==> src/rtl/fetch_unit.sv <==
// Instruction fetch stage: PC register, IF/ID pipeline register and a BOOT/RUN/HALT controller.
// Redirects, stalls and halts are resolved each cycle. Every output comes straight from a flop.
module fetch_unit #(
   parameter int unsigned PC_W     = 9,
   parameter logic [31:0] NOP_INST = 32'h00000013
) (
   input  logic            clk,
   input  logic            reset,
   input  logic            PcSel,
   input  logic [31:0]     BrPC,
   input  logic            Stall,
   input  logic            Halt,
   input  logic [31:0]     Inst_in,
   output logic [PC_W-1:0] Cur_PC,
   output logic [PC_W-1:0] IfId_PC,
   output logic [31:0]     IfId_Inst,
   output logic            IfId_Valid,
   output logic            Halted,
   output logic            Misaligned,
   output logic [31:0]     FetchCount,
   output logic [15:0]     FlushCount
);

   typedef enum logic [1:0] {StBoot, StRun, StHalt} state_e;

   state_e          state_q, state_d;
   logic [PC_W-1:0] pc_q, pc_d;
   logic [PC_W-1:0] ifid_pc_q, ifid_pc_d;
   logic [31:0]     ifid_inst_q, ifid_inst_d;
   logic            ifid_valid_q, ifid_valid_d;
   logic            halted_q, halted_d;
   logic            misaligned_q, misaligned_d;
   logic [31:0]     fetch_cnt_q, fetch_cnt_d;
   logic [15:0]     flush_cnt_q, flush_cnt_d;

   // Only the low PC_W bits of the redirect target address instruction memory.
   logic unused_brpc;
   assign unused_brpc = ^BrPC[31:PC_W];

   always_comb begin
      state_d      = state_q;
      pc_d         = pc_q;
      ifid_pc_d    = ifid_pc_q;
      ifid_inst_d  = ifid_inst_q;
      ifid_valid_d = ifid_valid_q;
      halted_d     = 1'b0;
      misaligned_d = 1'b0;
      fetch_cnt_d  = fetch_cnt_q;
      flush_cnt_d  = flush_cnt_q;

      unique case (state_q)
         StBoot: begin
            pc_d         = '0;
            ifid_pc_d    = pc_q;
            ifid_inst_d  = NOP_INST;
            ifid_valid_d = 1'b0;
            state_d      = StRun;
         end
         StRun: begin
            if (Halt) begin
               state_d      = StHalt;
               halted_d     = 1'b1;
               ifid_pc_d    = pc_q;
               ifid_inst_d  = NOP_INST;
               ifid_valid_d = 1'b0;
            end else if (PcSel) begin
               // A redirect squashes the wrong-path fetch even when a stall is pending.
               pc_d         = {BrPC[PC_W-1:2], 2'b00};
               misaligned_d = |BrPC[1:0];
               flush_cnt_d  = flush_cnt_q + 16'd1;
               ifid_pc_d    = pc_q;
               ifid_inst_d  = NOP_INST;
               ifid_valid_d = 1'b0;
            end else if (!Stall) begin
               pc_d         = pc_q + PC_W'(4);
               ifid_pc_d    = pc_q;
               ifid_inst_d  = Inst_in;
               ifid_valid_d = 1'b1;
               fetch_cnt_d  = fetch_cnt_q + 32'd1;
            end
         end
         StHalt: begin
            halted_d     = 1'b1;
            ifid_pc_d    = pc_q;
            ifid_inst_d  = NOP_INST;
            ifid_valid_d = 1'b0;
         end
         default: state_d = StBoot;
      endcase
   end

   always_ff @(posedge clk) begin
      if (reset) begin
         state_q      <= StBoot;
         pc_q         <= '0;
         ifid_pc_q    <= '0;
         ifid_inst_q  <= NOP_INST;
         ifid_valid_q <= 1'b0;
         halted_q     <= 1'b0;
         misaligned_q <= 1'b0;
         fetch_cnt_q  <= '0;
         flush_cnt_q  <= '0;
      end else begin
         state_q      <= state_d;
         pc_q         <= pc_d;
         ifid_pc_q    <= ifid_pc_d;
         ifid_inst_q  <= ifid_inst_d;
         ifid_valid_q <= ifid_valid_d;
         halted_q     <= halted_d;
         misaligned_q <= misaligned_d;
         fetch_cnt_q  <= fetch_cnt_d;
         flush_cnt_q  <= flush_cnt_d;
      end
   end

   assign Cur_PC     = pc_q;
   assign IfId_PC    = ifid_pc_q;
   assign IfId_Inst  = ifid_inst_q;
   assign IfId_Valid = ifid_valid_q;
   assign Halted     = halted_q;
   assign Misaligned = misaligned_q;
   assign FetchCount = fetch_cnt_q;
   assign FlushCount = flush_cnt_q;

endmodule

==> config.mk <==
export PLATFORM = sky130hd
export DESIGN_NAME = fetch_unit
export DESIGN_NICKNAME = d
export VERILOG_FILES = /design/src/rtl/fetch_unit.sv
export SDC_FILE = /design/constraint.sdc
export NUM_CORES = 1
export LEC_CHECK = 0
export ABC_CLOCK_PERIOD_IN_PS = 6250
export CAP_MARGIN = 25
export CORE_ASPECT_RATIO = 0.75
export CORE_MARGIN = 2
export CORE_UTILIZATION = 47
export DETAILED_ROUTE_END_ITERATION = 6
export PLACE_DENSITY = 0.89
export SLEW_MARGIN = 40
export SYNTH_ARGS = -nofsm -noshare
export SYNTH_HDL_FRONTEND = slang
export SYNTH_SLANG_ARGS = --single-unit
==> constraint.sdc <==
create_clock -name clk -period 6.25 [get_ports clk]
set_input_delay 0.625 -clock clk [delete_from_list [all_inputs] [get_ports clk]]
set_output_delay 0.625 -clock clk [all_outputs]
set_load 0.05 [all_outputs]
* Word level (Yosys, flattened, before mapping)
Index checks and enable logic that the tools add are counted.
** Word-level totals
- Flip-flop bits (word level) :: 103
- Word-level logic and storage cells :: 54
- Input bits :: 69
** Operators by class
- Bitwise gates (word level) :: 5
- Reductions and logical operators :: 11
- Add/subtract/negate cells :: 3
- Mux-type cells :: 20
- Equal/unequal tests :: 6
** Operators by type and width (number)
- $mux 32 :: 3
- $pmux 32 s2 :: 1
- $mux 9 :: 6
- $pmux 9 s2 :: 2
- $add 32x1->32 const B :: 1
- $add 16x1->16 const B :: 1
- $add 9x3->9 const B :: 1
- $pmux 2 s3 :: 1
- $reduce_and 3->1 :: 2
- $not 1->1 :: 5
- $mux 1 :: 4
- $ne 2x2->1 const B :: 2
- $ne 4x4->1 const B :: 1
- $pmux 1 s2 :: 2
- $reduce_and 2->1 :: 2
- $reduce_and 4->1 :: 1
- $reduce_bool 2->1 :: 2
- $reduce_or 2->1 :: 2
- $reduce_or 4->1 :: 1
- $ne 3x3->1 const B :: 1
- $eq 2x1->1 const B :: 1
- $eq 2x2->1 const B :: 1
- $logic_not 2->1 :: 1
- $mux 2 :: 1

* Depth between registers and ports, before layout
- Depth in word-level cells :: 5
- Depth in mapped cells :: 10

* Worst setup path before layout
No wires, ideal clock.
- Path kind :: input to register
- Start point :: input PcSel
- End point :: register fetch_cnt_q[27] (netlist: FetchCount[27])
- Slack :: 3.576 ns
- Buffers on the path :: 3
- Data required time :: 6.118 ns
- Setup time :: 0.132 ns
- Arrival time :: 2.542 ns
- Cell stages on the path :: 7
- Cell sequence :: or4b_4 or4_4 buf_6 clkbuf_1 clkbuf_1 o31ai_1 a21oi_1
** Between the ends
- Cells in the longest elaborated chain, start to end :: 2
** Ends and longest elaborated chain
- start: declaration :: line 9 : input logic PcSel,
- $not 1->1 (no source line)
- $reduce_and 4->1 (no source line)
- end signal: assignment :: line 111 : fetch_cnt_q <= fetch_cnt_d;
- end: declaration :: line 33 : logic [31:0] fetch_cnt_q, fetch_cnt_d;
No other way between the ends.
A chain may end at the register's enable or synchronous reset.

* Worst setup path in the final report
- Start point :: input PcSel
- End point :: register fetch_cnt_q[31] (netlist: FetchCount[31])
Same word-level chain as after synthesis.

==> reports/metrics.yaml <==
outcome: "finished clean"
critPathArrivalTime_ns: 3.75
p_leak_nw: 2.05
worst_pin_slew_ns: 0.845
yosysSeqAreaShare_pct: 46.0
place_hpwl_microns: 8140
yosys.area.top_type_share_pct: 46.0
antenna_found_initial: 0
cpMaxStageDelayCell: "clkdlybuf4s50_1"
cp_data_required_time_ns: 6.51
dieArea_sq_um: 9960
syn_to_final_growth_pct: 41.3
ant_nets: 0
core_area_sq_um: 8970
mostFrequentLayoutCell: "clkdlybuf4s50_1"
final_cell_mix: "141 x clkdlybuf4s50_1, 99 x dfxtp_1, 56 x nor2_1"
synth-seq-cells: 99
dr.pass1.iters: 5
numCtsBuffers: 9
via_count: 4330
clockBufferDepth: 2
reg2reg_slack_ns: 3.32
synth_flop_cell: "dfxtp_1"
stdcell_count: 747
avgSynthCellArea_sq_um: 8.53
synth_area_sq_um: 4310
synth_top_cell_by_area: "dfxtp_1"
setup_tns_ns: 0
die-height_microns: 86.9
grt_max_degree: 100
fmax_mhz: 287
fin_crit_ns: 3.49
worstRegToRegCells: 6
drt-total-wl_microns: 11700
drtIter0Drc: 270
setup_viol_count_final: 0
diodes: 0
finClkSkew_ns: 0.00656
ys_types: 41
die_x_microns: 115
regArea_sq_um: 1980
dp.cells: 731
relSlewSlack_pct: 43.5
rsz0062_at_grt: "false"
gp_congestion: 0.897
htreeDepth: 3
postCtsHoldBufs: 0
drc: 0
worstHoldPathCells: 2
cts_resized: 0
grt_pass1_wl_microns: 18600
clk_latency_ns: 0.34
drive_gt1_share_pct: 4.09
critical_path_class: "primary input to register"
grt_pass1_vias: 4018
num_rows: 30
crit_fanout: 34
fillerInstances: 712
post-cts-setup-buffers: 0
power_density_nw_per_um2: 229
cp_cell_sequence: "clkdlybuf4s50_1, or4b_4, or4_4, or4_1, a21oi_1"
io_buffer_count: 142
multi_input_area_sq_um: 2180
startpoint_type: "primary input"
dpl_cell_area_sq_um: 5770
cts_tree: "yes"
p_total_mw: 1.40
synth-edff-count: 0
final_nets: 706
cts.sinks: 99
boundaryPins: 170
slew_viol_final: 0
fin_area_sq_um: 6090
start_util_pct: 48.0
path_clk_slew_ns: 0.07
synth_cells: 505
hold_viol: 0
avgViaCountPerCell: 5.80
avgRoutedWirePerCell_microns: 15.6
drv_cap: 0
cpPeakStageDelay_ns: 0.85
period_share_pct: 55.8
grtUsageTotal_pct: 23.2
cts_root_buf: "clkbuf_16"
hold_path_class: "register to register"
end_kind: "register"
synth_area_leaders: "dfxtp_1 46%, a21oi_1 6.3%, a22oi_1 5.1%"
grt_overflow: 0
synth.yosys.warnings: 0
synth-async-reset-ratio_pct: 0
irDropWorstVdd_mv: 0.181
critical path, delay by kind of cell:
kind / cells / cell delay, ns
AO/OA/AOI/OAI: 1 / 0.18
buffers and inverters: 1 / 0.85
AND/OR/NAND/NOR: 3 / 2.08
per-layer routing:
layer | wire length (microns) | track usage [%] | share of wire [%] | vias to the layer above
met1 | 4930 | 29.0 | 42 | 2055
li1 | - | - | - | 2085
met4 | 181 | 7.65 | 1.5 | 0
met3 | 924 | 7.17 | 7.9 | 15
met2 | 5650 | 38.7 | 48 | 175
met5 | 0 | 0 | 0 | -
final cells by class:
cell class / instances / share of cell area, %
Inverter: 7 / 0.431
Tap cell: 112 / 2.30
Timing Repair Buffer: 146 / 23.8
Multi-Input combinational cell: 367 / 35.8
Clock inverter: 4 / 0.781
Clock buffer: 12 / 4.38
Sequential cell: 99 / 32.5
final timing paths:
path | start | endpoint
setup reg to reg | state_q[1] | FetchCount[31]
hold / removal | IfId_PC[6] | IfId_PC[6]
setup / recovery | PcSel | FetchCount[31]
hold reg to reg | IfId_PC[6] | IfId_PC[6]
per-stage QoR:
stage	hold WS [ns]	setup slack (ns)	util (%)
after floorplan	0.488	3.58	-
after global placement	0.441	2.60	64.0
after detailed placement	0.447	2.47	64.4
after CTS	0.456	2.81	67.9
after global routing	0.488	2.71	67.9
final	0.454	2.76	67.9
flip-flops by register name (all words and copies together), names as in the netlist:
| signal | count |
|---|---|
| Halted | 1 |
| IfId_PC | 7 |
| FetchCount | 32 |
| state_q | 2 |
| IfId_Inst | 32 |
| Misaligned | 1 |
| IfId_Valid | 1 |
| FlushCount | 16 |
| Cur_PC | 7 |
synth_stat cells (2+ instances only):
master	number
a21oi_1	54
a22oi_1	29
and2_1	6
and3_1	6
and4_1	5
buf_4	5
buf_6	2
clkbuf_1	27
dfxtp_1	99
ha_1	7
inv_1	7
nand2_1	46
nand2b_1	2
nand3_1	20
nand4_1	17
nor2_1	56
nor2b_1	4
nor3_1	7
o21ai_0	15
o21bai_1	3
o31ai_1	23
or3_1	9
or4_1	23
xnor2_1	2
xor2_1	15
kinds of logic (layout without fill, tap and decap cells):
group	after synthesis	in the layout	synth area share (%)
other	1	4	0.0870
xor gates and xnor gates	17	17	3.46
adders and majority gates	7	7	2.03
and+or+nand+nor	207	207	24.8
muxes	1	1	0.232
DFF	99	99	46.0
buffers and inverters	42	169	4.44
AOI/OAI and AO/OA	131	131	19.0
power breakdown:
part	internal, mW	leakage [nW]	switching, mW	total, mW
clock	0.342	0.155	0.231	0.573
combinational	0.0666	1.09	0.106	0.173
sequential	0.642	0.799	0.00947	0.652
(Power assumes the default switching activity.)
